`config.mk`:
```
export PLATFORM = sky130hd
export DESIGN_NAME = dis_pal_src_arbiter
export DESIGN_NICKNAME = d
export VERILOG_FILES = /design/src/rtl/dis_pal_src_arbiter.sv
export SDC_FILE = /design/constraint.sdc
export NUM_CORES = 1
export LEC_CHECK = 0
export CAP_MARGIN = 20
export CORE_ASPECT_RATIO = 1.75
export CORE_MARGIN = 8
export CORE_UTILIZATION = 39
export CTS_CLUSTER_SIZE = 10
export DETAILED_ROUTE_END_ITERATION = 8
export PLACE_DENSITY = 0.73
export SYNTH_ARGS = -nofsm -noshare
export SYNTH_HDL_FRONTEND = slang
export SYNTH_SLANG_ARGS = --single-unit
```
`constraint.sdc`:
```
create_clock -name vst_clk -period 3.21 [get_ports vst_clk]
set_input_delay 0.642 -clock vst_clk [delete_from_list [all_inputs] [get_ports vst_clk]]
set_output_delay 0.642 -clock vst_clk [all_outputs]
set_load 0.01 [all_outputs]
```
`src/rtl/dis_pal_src_arbiter.sv`:
```
// -----------------------------------------------------------------------------
// dis_pal_src_arbiter
//   Frame-granular arbiter that shares the PAL display pipeline between two
//   Avalon-ST video sources. A granted source keeps the pipeline for a complete
//   control+video packet sequence. The lock is released only after the eop of a
//   video packet (type 4'h0). A watchdog aborts a source that stalls for too
//   long.
//
// Parameters
//   DATA_WIDTH : width of all data buses (must be >= 4)
//   ARB_MODE   : 0 = preference taken from sel, 1 = round robin per video packet
//   TIMEOUT    : consecutive valid-low lock cycles before abort (>= 1)
//
// Ports
//   vst_clk, vst_rst_n          : clock, asynchronous active-low reset
//   a_* / b_*                   : source A / B Avalon-ST sink side
//   dout_*                      : Avalon-ST source towards dis_pal_decode
//   sel                         : preferred source in ARB_MODE 0 (0 = A, 1 = B)
//   active_src                  : source currently or last granted
//   timeout_flag                : sticky abort indicator, cleared on next grant
// -----------------------------------------------------------------------------
module dis_pal_src_arbiter #(
  parameter int unsigned DATA_WIDTH = 10,
  parameter int unsigned ARB_MODE   = 0,
  parameter logic [23:0] TIMEOUT    = 24'd2_000_000
) (
  input  logic                  vst_clk,
  input  logic                  vst_rst_n,
  input  logic [DATA_WIDTH-1:0] a_data,
  input  logic                  a_valid,
  output logic                  a_ready,
  input  logic                  a_startofpacket,
  input  logic                  a_endofpacket,
  input  logic [DATA_WIDTH-1:0] b_data,
  input  logic                  b_valid,
  output logic                  b_ready,
  input  logic                  b_startofpacket,
  input  logic                  b_endofpacket,
  output logic [DATA_WIDTH-1:0] dout_data,
  output logic                  dout_valid,
  input  logic                  dout_ready,
  output logic                  dout_startofpacket,
  output logic                  dout_endofpacket,
  input  logic                  sel,
  output logic                  active_src,
  output logic                  timeout_flag
);

  localparam logic RR = (ARB_MODE == 1);

  typedef enum logic [1:0] {
    ST_IDLE   = 2'd0,
    ST_LOCK_A = 2'd1,
    ST_LOCK_B = 2'd2
  } state_t;

  state_t                r_state, w_state_nxt;
  logic                  r_active_src, w_active_nxt;
  logic                  r_timeout_flag, w_flag_nxt;
  logic                  r_rr_ptr, w_ptr_nxt;
  logic [3:0]            r_pkt_type, w_pkt_type_nxt;
  logic [23:0]           r_wd_cnt, w_wd_cnt_nxt;

  logic                  w_a_req, w_b_req, w_pref;
  logic [DATA_WIDTH-1:0] w_x_data;
  logic                  w_x_valid, w_x_sop, w_x_eop;
  logic                  w_beat;
  logic [3:0]            w_type;

  assign w_a_req = a_valid & a_startofpacket;
  assign w_b_req = b_valid & b_startofpacket;
  assign w_pref  = RR ? r_rr_ptr : sel;

  // Beat of the locked source (only meaningful in a LOCK state)
  always_comb begin
    if (r_state == ST_LOCK_B) begin
      w_x_data  = b_data;
      w_x_valid = b_valid;
      w_x_sop   = b_startofpacket;
      w_x_eop   = b_endofpacket;
    end else begin
      w_x_data  = a_data;
      w_x_valid = a_valid;
      w_x_sop   = a_startofpacket;
      w_x_eop   = a_endofpacket;
    end
  end

  assign w_beat = w_x_valid & dout_ready;
  // A single-beat packet carries its own type on the eop beat
  assign w_type = w_x_sop ? w_x_data[3:0] : r_pkt_type;

  always_comb begin
    w_state_nxt        = r_state;
    w_active_nxt       = r_active_src;
    w_flag_nxt         = r_timeout_flag;
    w_ptr_nxt          = r_rr_ptr;
    w_pkt_type_nxt     = r_pkt_type;
    w_wd_cnt_nxt       = r_wd_cnt;
    a_ready            = 1'b0;
    b_ready            = 1'b0;
    dout_data          = '0;
    dout_valid         = 1'b0;
    dout_startofpacket = 1'b0;
    dout_endofpacket   = 1'b0;

    case (r_state)
      ST_IDLE: begin
        // Stray mid-packet beats are swallowed; requesters wait with ready low
        a_ready = vst_rst_n & a_valid & ~a_startofpacket;
        b_ready = vst_rst_n & b_valid & ~b_startofpacket;
        if (w_a_req && (!w_pref || !w_b_req)) begin
          w_state_nxt  = ST_LOCK_A;
          w_active_nxt = 1'b0;
          w_flag_nxt   = 1'b0;
          w_wd_cnt_nxt = '0;
        end else if (w_b_req) begin
          w_state_nxt  = ST_LOCK_B;
          w_active_nxt = 1'b1;
          w_flag_nxt   = 1'b0;
          w_wd_cnt_nxt = '0;
        end
      end

      ST_LOCK_A, ST_LOCK_B: begin
        dout_data          = w_x_data;
        dout_valid         = w_x_valid;
        dout_startofpacket = w_x_sop;
        dout_endofpacket   = w_x_eop;
        if (r_state == ST_LOCK_A) a_ready = dout_ready;
        else                      b_ready = dout_ready;

        if (w_beat) begin
          // An accepted beat takes priority over a simultaneous watchdog expiry
          w_wd_cnt_nxt = '0;
          if (w_x_sop) w_pkt_type_nxt = w_x_data[3:0];
          if (w_x_eop && (w_type == 4'h0)) begin
            w_state_nxt = ST_IDLE;
            if (RR) w_ptr_nxt = ~r_rr_ptr;
          end
        end else if (!w_x_valid) begin
          // Backpressure (valid high, dout_ready low) holds the count
          if (r_wd_cnt == TIMEOUT - 24'd1) begin
            w_state_nxt  = ST_IDLE;
            w_flag_nxt   = 1'b1;
            w_wd_cnt_nxt = '0;
            if (RR) w_ptr_nxt = ~r_rr_ptr;
          end else begin
            w_wd_cnt_nxt = r_wd_cnt + 24'd1;
          end
        end
      end

      default: w_state_nxt = ST_IDLE;
    endcase
  end

  always_ff @(posedge vst_clk or negedge vst_rst_n) begin
    if (!vst_rst_n) begin
      r_state        <= ST_IDLE;
      r_active_src   <= 1'b0;
      r_timeout_flag <= 1'b0;
      r_rr_ptr       <= 1'b0;
      r_pkt_type     <= '0;
      r_wd_cnt       <= '0;
    end else begin
      r_state        <= w_state_nxt;
      r_active_src   <= w_active_nxt;
      r_timeout_flag <= w_flag_nxt;
      r_rr_ptr       <= w_ptr_nxt;
      r_pkt_type     <= w_pkt_type_nxt;
      r_wd_cnt       <= w_wd_cnt_nxt;
    end
  end

  assign active_src   = r_active_src;
  assign timeout_flag = r_timeout_flag;

endmodule

```
==> reports/metrics.cfg <==
[cts]
clock_tree.buffer_depth=2
cts_post_setup_buffers_inserted=0
cts-hold-fix-buffers=0
tritoncts=yes
clock-root-buffer=sky130_fd_sc_hd__clkbuf_8
post_cts_resized=0
insertion_delay_ns=0.29
numCtsBuffers=5
clock_sink_count=32
worst_setup_hold_path_clk_slew_ns=0.07
cts_htree_levels=2

[power_and_ir_drop]
vdd.ir_drop.worst_uv=267
p_per_area_nw_per_um2=697
leakage_power_of_the_design_uw=0.00121

[setup_path]
endpoint_kind=primary output
path_class=flop to primary output
worst_setup_path_start_kind=flop
slowest_stage=sky130_fd_sc_hd__clkdlybuf4s50_1
crit_buf_inv=3
data_arrival_time_of_the_critical_path_ns=2.26
slowest_delay_ns=0.49
worst_path_dominant_cell_family=buffers and inverters
cp_cell_sequence=inv_1 -> ha_1 -> buf_4 -> mux2i_1 -> nor2b_1 -> clkdlybuf4s50_1
cp.required_ns=2.57
critical_path_peak_fanout=8
setup.reg_to_reg.worst_slack_ns=0.67

[placement]
port_buffers=46
detailed_place_hpwl_um=4810
gpl.final_weighted_congestion=0.847

[layout]
areaGrowthSynthToFinish_pct=30.2
final_layout_size_suffix_gt1_share_pct=7.57
num-nets-final=339
layout.core_utilization_pct=52.2
antenna-diode-count=0
final_cell_mix=sky130_fd_sc_hd__clkdlybuf4s50_1, sky130_fd_sc_hd__dfrtp_1, sky130_fd_sc_hd__nand2_1
layout.cells.most_common=sky130_fd_sc_hd__clkdlybuf4s50_1

[global_route]
globalRouteTotalUtil_pct=15.7
antenna_found_initial=0
globalRouteOverflowTotal=0
grt_max_degree=33
number_of_global_route_vias_before_repair=2154
global_route_wire_length_before_repair_um=10600

[timing]
setup_viol=0
finClkSkew_ns=0.00551
finalHoldViolations=0
worst_case_headroom_to_the_max_slew_limit_pct=54.5
tightestPinTransition_ns=0.676
timing.final.crit_share_pct=90.3
timing.final.max_slew_violations=0
crit_path_time_final_ns=2.90
maxClockFrequency_mhz=345
totalNegativeSetupSlack_ns=0
grt_setup_unrepaired=false

[synth]
synth-edff-count=0
postSynth.asyncResetShare_pct=100
synthesis.instances=255
ys_ff_latch=32
synthesis.yosys.warnings=0
cell_area_synth_um2=2220
synth.avg_cell_area_um2=8.70
synth-main-ff-cell=sky130_fd_sc_hd__dfrtp_1
ys_seq_area_share_pct=36.1
nets_in_the_synthesized_netlist=291
yosysUniqueCellTypes=51

[run]
drv.max_cap_violation_count=0

[routing]
detailedRoute.firstIterationViolations=94
firstDrtPassIters=4
post_drt_via_cell_ratio=5.73
drc=0
wl_um=6320
drt-wirelength-per-cell_um=16.6
number_of_nets_with_antenna_violations_after_detailed_routing=0
via_count=2177

[floorplanning]
die_span_in_y_um=116
boundaryPins=47
initial_utilization_pct=40.1
placement_rows=36
coreArea_um2=5540
dieArea_um2=8460
floorplan.die.width_um=73.0

[outcome]
status=finished clean

[hold_path]
timing.hold.worst.class=flop to flop

-- sequential cells by signal (all words and copies together) (netlist names) --
name,flops
timeout_flag,1
r_pkt_type,4
r_wd_cnt,24
active_src,1
r_state,2
-- Yosys cell counts (2+ instances only) --
library cell,number,share of area (%)
sky130_fd_sc_hd__a21o_1,6,2.0
sky130_fd_sc_hd__a21oi_1,12,2.7
sky130_fd_sc_hd__a22o_1,8,3.2
sky130_fd_sc_hd__a22oi_1,2,0.68
sky130_fd_sc_hd__a31oi_1,3,0.85
sky130_fd_sc_hd__and2_1,4,1.1
sky130_fd_sc_hd__and3_1,5,1.4
sky130_fd_sc_hd__and4_1,2,0.79
sky130_fd_sc_hd__buf_2,3,0.68
sky130_fd_sc_hd__clkbuf_1,5,0.85
sky130_fd_sc_hd__dfrtp_1,32,36
sky130_fd_sc_hd__ha_1,6,3.4
sky130_fd_sc_hd__inv_1,8,1.4
sky130_fd_sc_hd__mux2_2,4,2.0
sky130_fd_sc_hd__mux2i_1,12,5.4
sky130_fd_sc_hd__nand2_1,26,4.4
sky130_fd_sc_hd__nand3_1,16,3.6
sky130_fd_sc_hd__nand4_1,3,0.85
sky130_fd_sc_hd__nand4b_1,5,2.0
sky130_fd_sc_hd__nor2_1,13,2.2
sky130_fd_sc_hd__nor2b_1,12,3.4
sky130_fd_sc_hd__nor3_1,6,1.4
sky130_fd_sc_hd__nor4_1,8,2.3
sky130_fd_sc_hd__o21ai_0,15,3.4
sky130_fd_sc_hd__o21ai_1,7,1.6
sky130_fd_sc_hd__or3_1,3,0.85
sky130_fd_sc_hd__or4_1,5,1.7
-- worst paths after layout --
check,from,endpoint,cells after the start
min in group asynchronous,vst_rst_n,r_wd_cnt[20],2
hold reg to reg,r_pkt_type[3],r_pkt_type[3],2
setup reg to reg,r_wd_cnt[8],r_state[0],5
hold / removal,r_pkt_type[3],r_pkt_type[3],2
setup / recovery,r_state[0],dout_data[1],6
max in group asynchronous,vst_rst_n,r_wd_cnt[12],2
-- layer usage --
| layer | vias up | track usage (%) | share of wire [%] |
|---|---|---|---|
| met3 | 8 | 2.60 | 6.2 |
| met2 | 79 | 29.5 | 55 |
| li1 | 1041 | - | - |
| met1 | 1049 | 16.2 | 37 |
| met5 | - | 0 | 0 |
| met4 | 0 | 6.99 | 1.9 |
-- metrics by stage --
| stage | instances | hold WS [ns] | cell area, µm² | power (µW) | worst slack (ns) |
|---|---|---|---|---|---|
| finish | 380 | 0.490 | 2890 | 2010 | 0.313 |
| global route | 380 | 0.504 | 2890 | 2150 | 0.162 |
| CTS | 380 | 0.497 | 2890 | 2040 | 0.271 |
| detailed placement | 372 | 0.481 | 2760 | 1600 | 0.403 |
| global placement | 372 | 0.467 | 2760 | 1580 | 0.410 |
| floorplan | 255 | 0.346 | 2220 | 1180 | 0.998 |
-- worst reg2reg max path, stage by stage (launching register included) --
cell	delay, ns
sky130_fd_sc_hd__dfrtp_1	0.43
sky130_fd_sc_hd__or4_1	0.54
sky130_fd_sc_hd__or3_4	0.38
sky130_fd_sc_hd__o21ai_4	0.44
sky130_fd_sc_hd__nand3_1	0.25
sky130_fd_sc_hd__mux2_1	0.37
-- cells by family (layout without fill, tap and decap cells) --
group,Yosys count,after routing,share of synthesized area (%)
AO/OA/AOI/OAI,62,62,18.1
adder cells (fa/ha/maj),6,6,3.38
buffers and inverters,18,67,3.55
flip-flops,32,32,36.1
multiplexers,17,17,7.95
AND/OR/NAND/NOR,120,120,30.9
-- final cells by class --
cell class | count | area (µm²)
fillers | 518 | 2650
well taps | 76 | 95.1
multi-input cells | 205 | 1340
clock inverters | 1 | 30.0
repair buffers | 51 | 498
inverters | 8 | 30.0
clock buffers | 7 | 96.3
flip-flops and latches | 32 | 801
-- report_power, final --
part           leakage, µW  internal (µW)  switching [µW]  total, µW
clock network    0.0000645            274             156        430
registers         0.000436            450            34.6        485
logic             0.000705            501             599       1100
Note: power is estimated with default switching activity, not from simulation.
